==> config.mk <==
export PLATFORM = sky130hd
export DESIGN_NAME = wshb_sdram_arbiter
export DESIGN_NICKNAME = d
export VERILOG_FILES = /design/src/rtl/wshb_arb_pkg.sv /design/src/rtl/wshb_sdram_arbiter.sv
export SDC_FILE = /design/constraint.sdc
export NUM_CORES = 1
export LEC_CHECK = 0
export BUFFER_PORTS_ARGS = -buffer_cell sky130_fd_sc_hd__buf_2
export CAP_MARGIN = 40
export CORE_AREA = 5 5 126 128
export CTS_BUF_LIST = sky130_fd_sc_hd__clkbuf_4 sky130_fd_sc_hd__clkbuf_8 sky130_fd_sc_hd__clkbuf_16
export DETAILED_ROUTE_END_ITERATION = 10
export DIE_AREA = 0 0 131 133
export PLACE_DENSITY = 0.53
export SLEW_MARGIN = 20
export SYNTH_ARGS = -nofsm -noshare
export SYNTH_HDL_FRONTEND = slang
export SYNTH_SLANG_ARGS = --single-unit
==> constraint.sdc <==
create_clock -name sys_clk -period 2.2 [get_ports sys_clk]
set_clock_uncertainty 0.05 [all_clocks]
set_input_delay 0.22 -clock sys_clk [delete_from_list [all_inputs] [get_ports sys_clk]]
set_output_delay 0.22 -clock sys_clk [all_outputs]
set_load 0.01 [all_outputs]
==> src/rtl/wshb_arb_pkg.sv <==
// wshb_arb_pkg: shared types and width helpers for the
// two-master SDRAM Wishbone arbiter.
package wshb_arb_pkg;

  typedef enum logic [1:0] {
    IDLE = 2'b00,
    GNT0 = 2'b01,
    GNT1 = 2'b10
  } arb_state_t;

  localparam int DEF_ADR_W      = 32;
  localparam int DEF_DATA_BYTES = 4;
  localparam int DEF_MAX_BURST  = 64;

  function automatic int data_w(input int bytes);
    return 8 * bytes;
  endfunction

  // MAX_BURST of 0 still needs a 1-bit counter to keep widths legal
  function automatic int tcnt_w(input int max_burst);
    return (max_burst > 0) ? $clog2(max_burst + 1) : 1;
  endfunction

endpackage

==> src/rtl/wshb_sdram_arbiter.sv <==
// wshb_sdram_arbiter: round-robin, bounded-tenure sharing of
// the SDRAM Wishbone slave between video reader and generic master.
module wshb_sdram_arbiter
  import wshb_arb_pkg::*;
#(
  parameter int ADR_W      = DEF_ADR_W,
  parameter int DATA_BYTES = DEF_DATA_BYTES,
  parameter int MAX_BURST  = DEF_MAX_BURST,
  localparam int DW        = data_w(DATA_BYTES)
) (
  input  logic                  sys_clk,
  input  logic                  sys_rst_n,

  input  logic                  m0_cyc,
  input  logic                  m0_stb,
  input  logic                  m0_we,
  input  logic [ADR_W-1:0]      m0_adr,
  input  logic [DW-1:0]         m0_dat_ms,
  input  logic [DATA_BYTES-1:0] m0_sel,
  input  logic [2:0]            m0_cti,
  input  logic [1:0]            m0_bte,
  output logic [DW-1:0]         m0_dat_sm,
  output logic                  m0_ack,
  output logic                  m0_err,
  output logic                  m0_rty,

  input  logic                  m1_cyc,
  input  logic                  m1_stb,
  input  logic                  m1_we,
  input  logic [ADR_W-1:0]      m1_adr,
  input  logic [DW-1:0]         m1_dat_ms,
  input  logic [DATA_BYTES-1:0] m1_sel,
  input  logic [2:0]            m1_cti,
  input  logic [1:0]            m1_bte,
  output logic [DW-1:0]         m1_dat_sm,
  output logic                  m1_ack,
  output logic                  m1_err,
  output logic                  m1_rty,

  output logic                  s_cyc,
  output logic                  s_stb,
  output logic                  s_we,
  output logic [ADR_W-1:0]      s_adr,
  output logic [DW-1:0]         s_dat_ms,
  output logic [DATA_BYTES-1:0] s_sel,
  output logic [2:0]            s_cti,
  output logic [1:0]            s_bte,
  input  logic [DW-1:0]         s_dat_sm,
  input  logic                  s_ack,
  input  logic                  s_err,
  input  logic                  s_rty,

  output logic [1:0]            grant
);

  localparam int TW = tcnt_w(MAX_BURST);
  localparam logic [TW-1:0] T_LAST =
    TW'((MAX_BURST > 0) ? MAX_BURST - 1 : 0);
  localparam logic [TW-1:0] T_MAX = TW'(MAX_BURST);

  arb_state_t    state;
  arb_state_t    other;
  logic          last;
  logic [TW-1:0] tcnt;
  logic          own_cyc;
  logic          oth_cyc;
  logic          term;
  logic          preempt;
  logic          g0;
  logic          g1;

  assign g0    = (state == GNT0);
  assign g1    = (state == GNT1);
  assign grant = {g1, g0};

  always_comb begin
    own_cyc = 1'b0;
    oth_cyc = 1'b0;
    other   = IDLE;
    unique case (1'b1)
      g0: begin
        own_cyc = m0_cyc;
        oth_cyc = m1_cyc;
        other   = GNT1;
      end
      g1: begin
        own_cyc = m1_cyc;
        oth_cyc = m0_cyc;
        other   = GNT0;
      end
      default: ;
    endcase
  end

  // a termination only counts while the owner still holds cyc
  assign term    = own_cyc & (s_ack | s_err | s_rty);
  assign preempt = (MAX_BURST > 0) && term &&
                   (tcnt == T_LAST) && oth_cyc;

  always_ff @(posedge sys_clk or negedge sys_rst_n) begin
    if (!sys_rst_n) begin
      state <= IDLE;
      last  <= 1'b1;
      tcnt  <= '0;
    end else begin
      unique case (state)
        IDLE: begin
          tcnt <= '0;
          if (m0_cyc && (!m1_cyc || last))
            state <= GNT0;
          else if (m1_cyc)
            state <= GNT1;
        end
        default: begin
          if (!own_cyc || preempt) begin
            last  <= g1;
            tcnt  <= '0;
            state <= oth_cyc ? other : IDLE;
          end else if (term && tcnt != T_MAX) begin
            tcnt <= tcnt + 1'b1;
          end
        end
      endcase
    end
  end

  always_comb begin
    s_cyc     = 1'b0;
    s_stb     = 1'b0;
    s_we      = 1'b0;
    s_adr     = '0;
    s_dat_ms  = '0;
    s_sel     = '0;
    s_cti     = '0;
    s_bte     = '0;
    m0_dat_sm = '0;
    m0_ack    = 1'b0;
    m0_err    = 1'b0;
    m0_rty    = 1'b0;
    m1_dat_sm = '0;
    m1_ack    = 1'b0;
    m1_err    = 1'b0;
    m1_rty    = 1'b0;
    unique case (1'b1)
      g0: begin
        s_cyc     = m0_cyc;
        s_stb     = m0_stb;
        s_we      = m0_we;
        s_adr     = m0_adr;
        s_dat_ms  = m0_dat_ms;
        s_sel     = m0_sel;
        s_cti     = m0_cti;
        s_bte     = m0_bte;
        m0_dat_sm = s_dat_sm;
        m0_ack    = s_ack;
        m0_err    = s_err;
        m0_rty    = s_rty;
      end
      g1: begin
        s_cyc     = m1_cyc;
        s_stb     = m1_stb;
        s_we      = m1_we;
        s_adr     = m1_adr;
        s_dat_ms  = m1_dat_ms;
        s_sel     = m1_sel;
        s_cti     = m1_cti;
        s_bte     = m1_bte;
        m1_dat_sm = s_dat_sm;
        m1_ack    = s_ack;
        m1_err    = s_err;
        m1_rty    = s_rty;
      end
      default: ;
    endcase
  end

endmodule

* Word level (Yosys, flattened, before mapping) *
Cells that the tools add are included.

storage, ports and cells
  word-level logic and storage cells = 52
  register bits after elaboration = 10
  input bits = 189
  output and inout port bits = 148

operators by class
  add/sub/neg operators = 1
  reductions and logical operators = 13
  bitwise logic cells = 4
  mux-type cells = 26
  eq/ne operators = 5

operator list
  cell                                           number
  one-hot mux 32 bit (2 select lines)            2
  2-to-1 mux 32 bit                              2
  2-to-1 mux 7 bit                               3
  2-to-1 mux 2 bit                               5
  one-hot mux 1 bit (2 select lines)             4
  one-hot mux 2 bit (2 select lines)             2
  one-hot mux 4 bit (2 select lines)             1
  adder 7 x 1 -> 7 bit, second input constant    1
  == test 7 x 6 -> 1 bit, second input constant  1
  != test 7 bit, second input constant           1
  2-to-1 mux 1 bit                               6
  one-hot mux 3 bit (2 select lines)             1
  logical AND 1 bit                              4
  AND reduction 2 bit                            2
  != test 3 bit, second input constant           1
  nonzero test 3 bit                             1
  == test 2 x 1 -> 1 bit, second input constant  1
  == test 2 bit, second input constant           1
  logical NOT 1 bit                              2
  logical NOT 2 bit                              1
  logical OR 1 bit                               2
  bitwise OR 1 bit                               2
  nonzero test 2 bit                             1
  AND 1 bit                                      1
  inverter 1 bit                                 1

* Longest topological paths before layout *
  depth after elaboration = 8
  gate-level depth with buffers = 8
  gate-level depth less buffers = 6

* Least setup slack after synthesis *
OpenSTA, ideal clock, no wires.

  path type = register to output
  start = register state[0]
  end = output s_adr[11]
  arrival = 1,621 ps
  stages on the path, launching flop included = 8
  slack = 309 ps
  path through = dfrtp_1 -> inv_1 -> ha_1 -> buf_2 -> clkbuf_1 -> clkbuf_1 -> a22oi_1 -> nor2b_1

between the ends
  longest elaborated chain between the ends = 2
  elaborated cells on any way between the ends = 3
  those cells by class = eq/ne: 2; mux: 1

RTL lines
  element                              line                       text
  start: declaration                   wshb_sdram_arbiter.sv:61   arb_state_t state;
  start signal: assignment             wshb_sdram_arbiter.sv:118  state <= oth_cyc ? other : IDLE;
  == test 2 bit                        wshb_sdram_arbiter.sv:73   assign g1 = (state == GNT1);
  via g1                               wshb_sdram_arbiter.sv:70   logic g1;
  one-hot mux 32 bit (2 select lines)  wshb_sdram_arbiter.sv:144  unique case (1'b1)
  end: declaration                     wshb_sdram_arbiter.sv:43   output logic [ADR_W-1:0] s_adr,

The timed path passes the listed nets, and every way through them passes these cells.

* Worst setup path in the final report *
  start = register state[1]
  end = output s_dat_ms[23]

between the ends
  longest elaborated chain between the ends = 2
  elaborated cells on any way between the ends = 3
  those cells by class = eq/ne: 2; mux: 1

RTL lines
  element                                                         line                                                text
  == test 2 bit / == test 2 x 1 -> 1 bit (equally long branches)  wshb_sdram_arbiter.sv:73, wshb_sdram_arbiter.sv:72
  one-hot mux 32 bit (2 select lines) *                           wshb_sdram_arbiter.sv:144
  end: declaration                                                wshb_sdram_arbiter.sv:44                            output logic [DW-1:0] s_dat_ms,

Every way passes the cells marked *; elsewhere a longest branch is shown, timed or not.

==> metrics.md <==
| Metric | Value |
|---|---|
| Sw Pwr | `1.96 mW` |
| Int Pwr | `between 2 and 2.5 mW` |
| Die H | `133 µm` |
| Clock Power Share | `about 8.5%` |
| ANT cells | `0` |
| DIE WIDTH | `approximately 130 µm` |
| First drt pass iteration count | `4` |
| Via-per-instance ratio | `around 4.2` |
| Setup total negative slack | `0 ns` |
| Port Buf Inserts | `between 300 and 400` |
| Avg Cell Area, Syn | `roughly 7 µm²` |
| Final hold vios | `0` |
| Number of global-route vias before repair | `about 3200` |
| Fillers | `approximately 1600` |
| Startpoint Class | `flip-flop` |
| Comb power frac | `a little under nine tenths` |
| Top cells by area, synth | `a22oi_1 24%, nor2b_1 20%, and2_1 19%` |
| H-tree Lvls | `1` |
| Count of clock tree sinks | `10` |
| I/O pins | `between 300 and 400` |
| Share of cells above drive strength 1 | `a little under three fifths` |
| Worst hold path class | `primary input to asynchronous set/reset pin` |
| Multi-input logic area | `1910 µm²` |
| Fin util | `slightly below 30%` |
| Final GP Congestion | `0.838` |
| Clk pin slew, worst setup/hold paths | `about 0.04 ns` |
| Sw Ratio | `48.9%` |
| DRT Wirelength | `12200 µm` |
| Layout area overhead | `85.3%` |
| Initial Utilization | `15.7%` |
| Worst-Margin Slew | `between 0.3 and 0.4 ns` |
| Critical path endpoint category | `output port` |
| RSZ-0062 raised after global routing | `no` |
| Iteration-0 DRC Markers | `roughly 160` |
| YS warnings | `0` |
| Register area share after synthesis | `a little over a tenth` |
| GRT overflow | `0` |
| Post-DP HPWL | `around 9900 µm` |
| CP required | `1.93 ns` |
| Reg power frac | `roughly 5.8%` |
| Max Fanout on Critical Path | `57` |
| Non-filler cells, final | `a little over 800` |
| Max_cap viols | `0` |
| Synthesized Nets | `approximately 530` |
| Cell Rows | `45` |
| Final setup violation count | `0` |
| Post-CTS Resized | `0` |
| Via count of the routed design | `3481` |
| Fmax | `0.492 GHz` |
| Max-slew violations | `0` |
| GRT Util Overall | `a little under an eighth` |
| Cells after DPL | `slightly above 800` |
| Clock root buffer | `clkbuf_16` |
| Max Root-Sink Buffers | `2` |
| CTS tree | `built` |
| Synth Register Bits | `10` |
| Cells after Synth | `about 330` |
| Largest net degree at the start of global routing | `60` |
| Crit Path Category | `flip-flop to output port` |
| R2r setup slk | `between 0.3 and 0.4 ns` |
| Area of placed instances | `between 4000 and 5000 µm²` |
| Slew Limit Headroom | `between 70% and 80%` |
| Final instance area | `around 4300 µm²` |
| Core box area | `14800 µm²` |
| Drc violations | `0` |
| Area leader, netlist | `a22oi_1` |
| Tot Pwr | `4.00 mW` |
| Initial antenna violation count | `0` |
| Worst vdd ir | `856 µV` |
| First-pass GRT wire length | `between 15000 and 20000 µm` |
| Clk_lat worst skew | `around 0.24 ns` |
| Post-synth top area share | `24.3%` |
| Post-route clock period utilization | `92.3%` |
| Critical path arrival | `approximately 1.8 ns` |
| Post-Synthesis Cell Area | `2320 µm²` |
| Inserted Clock Buffers | `3` |
| Layout Nets | `roughly 840` |
| Min Clock Period, post-route | `approximately 2.0 ns` |
| Die area | `roughly 17000 µm²` |
| Antenna viol nets, final | `0` |
| Avg WL per Cell | `about 15 µm` |
| Leakage power | `~2.4 nW` |
| PwrDens | `931 nW/µm²` |
| Outcome | `complete, no violations` |
| Distinct cells, synth | `36` |
| Sequential Area | `251 µm²` |
-- layer usage --
metal | global-route usage (%) | up-vias | wire length [µm] | share of wire [%]
met4 | 1.14 | 0 | 76 | 0.63
met1 | 15.3 | 1575 | 4870 | 40
met3 | 1.13 | 8 | 869 | 7.1
met2 | 22.0 | 115 | 6340 | 52
met5 | 0 | - | 0 | 0
li1 | - | 1783 | - | -
-- final cells by class --
class                      instances  area share, %
clock buffer                       4           1.92
inverter                           5          0.437
multi-input combinational        278           44.4
sequential                        10           5.85
tap                              188           5.48
timing repair buffer             343           41.9
-- cell families after synthesis --
group                    Yosys count  synth area share (%)
AO/OA/AOI/OAI                     94                  30.4
buffers and inverters             43                  8.04
XOR/XNOR                           4                  1.51
multiplexers                       1                 0.486
flip-flops                        10                  10.8
AND/OR/NAND/NOR                  174                  46.0
adder cells (fa/ha/maj)            5                  2.70
-- power groups by stage --
stage,clock network (mW),registers (mW),logic (mW)
global placement,0,0.233,3.48
finish,0.338,0.231,3.43
floorplan,0,0.224,2.15
detailed placement,0,0.233,3.46
global route,0.355,0.233,3.75
CTS,0.344,0.231,3.47
-- repair_timing --
| action | CTS | global route |
|---|---|---|
| endpoints found under the hold margin | 9 | 0 |
| setup endpoints to repair | 0 | 0 |
| buffers inserted | 0 | 0 |
| hold buffers | 1 | 0 |
-- cells in the mapped netlist --
cell type	instances
a22oi_1	75
nor2b_1	75
and2_1	70
clkbuf_1	30
dfrtp_1	9
nor2_1	8
a21oi_1	5
and3_1	5
ha_1	5
inv_1	5
o21ai_0	5
nand3_1	4
nand4_1	4
xor2_1	4
buf_1	2
buf_2	2
buf_4	2
buf_6	2
nand2_1	2
a2111o_1	1
a21boi_0	1
a21o_1	1
a21oi_2	1
a22o_1	1
a22o_4	1
a31o_1	1
and2_4	1
dfstp_2	1
mux2_1	1
nand3b_1	1
nand4b_1	1
nor4_1	1
o211ai_2	1
o311a_1	1
or3_1	1
or4_1	1
-- worst max-delay path: stages, from the launching register on --
cell and delay, ns:
dfrtp_1 0.40, inv_1 0.18, ha_4 0.21, buf_12 0.24, a22oi_1 0.15, nor2b_1 0.17
buf_2 0.15
-- final timing paths --
kind,startpoint,to,depth (start not counted)
max,state[1]$_DFFE_PN0P_,s_dat_ms[23],6
min,sys_rst_n,tcnt[2]$_DFFE_PN0P_,2
max reg2reg,state[1]$_DFFE_PN0P_,tcnt[2]$_DFFE_PN0P_,6
min reg2reg,tcnt[5]$_DFFE_PN0P_,tcnt[5]$_DFFE_PN0P_,2
max in group asynchronous,sys_rst_n,last$_DFFE_PN1P_,2
min in group sys_clk,m0_cyc,state[1]$_DFFE_PN0P_,4
-- stage by stage --
| step | setup slack [ns] | hold slack (ns) |
|---|---|---|
| 6_report | 0.169 | 0.330 |
| 5_1_grt | 0.0296 | 0.383 |
| 4_1_cts | 0.155 | 0.337 |
| 3_5_place_dp | 0.371 | 0.0493 |
| 3_3_place_gp | 0.380 | 0.0500 |
| 2_1_floorplan | 0.309 | -0.126 |
-- registers in the layout (all words and copies together), names as in the netlist --
register  count
last          1
state         2
tcnt          7
-- placed cells by master, fill, tap and decap left out, types with 2 or more instances in the layout --
cell type  Yosys  final
buf_2          2    336
ha_4           0      2
a21oi_1        5      5
and2_1        70     70
nor2b_1       75     75
clkbuf_16      0      3
a22oi_1       75     75
inv_1          5      5
xor2_1         4      4
dfrtp_1        9      9
ha_1           5      2
nand3_1        4      4
o21ai_0        5      5
nand4_1        4      4
nor2_1         8      8
buf_12         0      5
and3_1         5      5
nand2_1        2      2
Power figures use the tool's default switching activity.
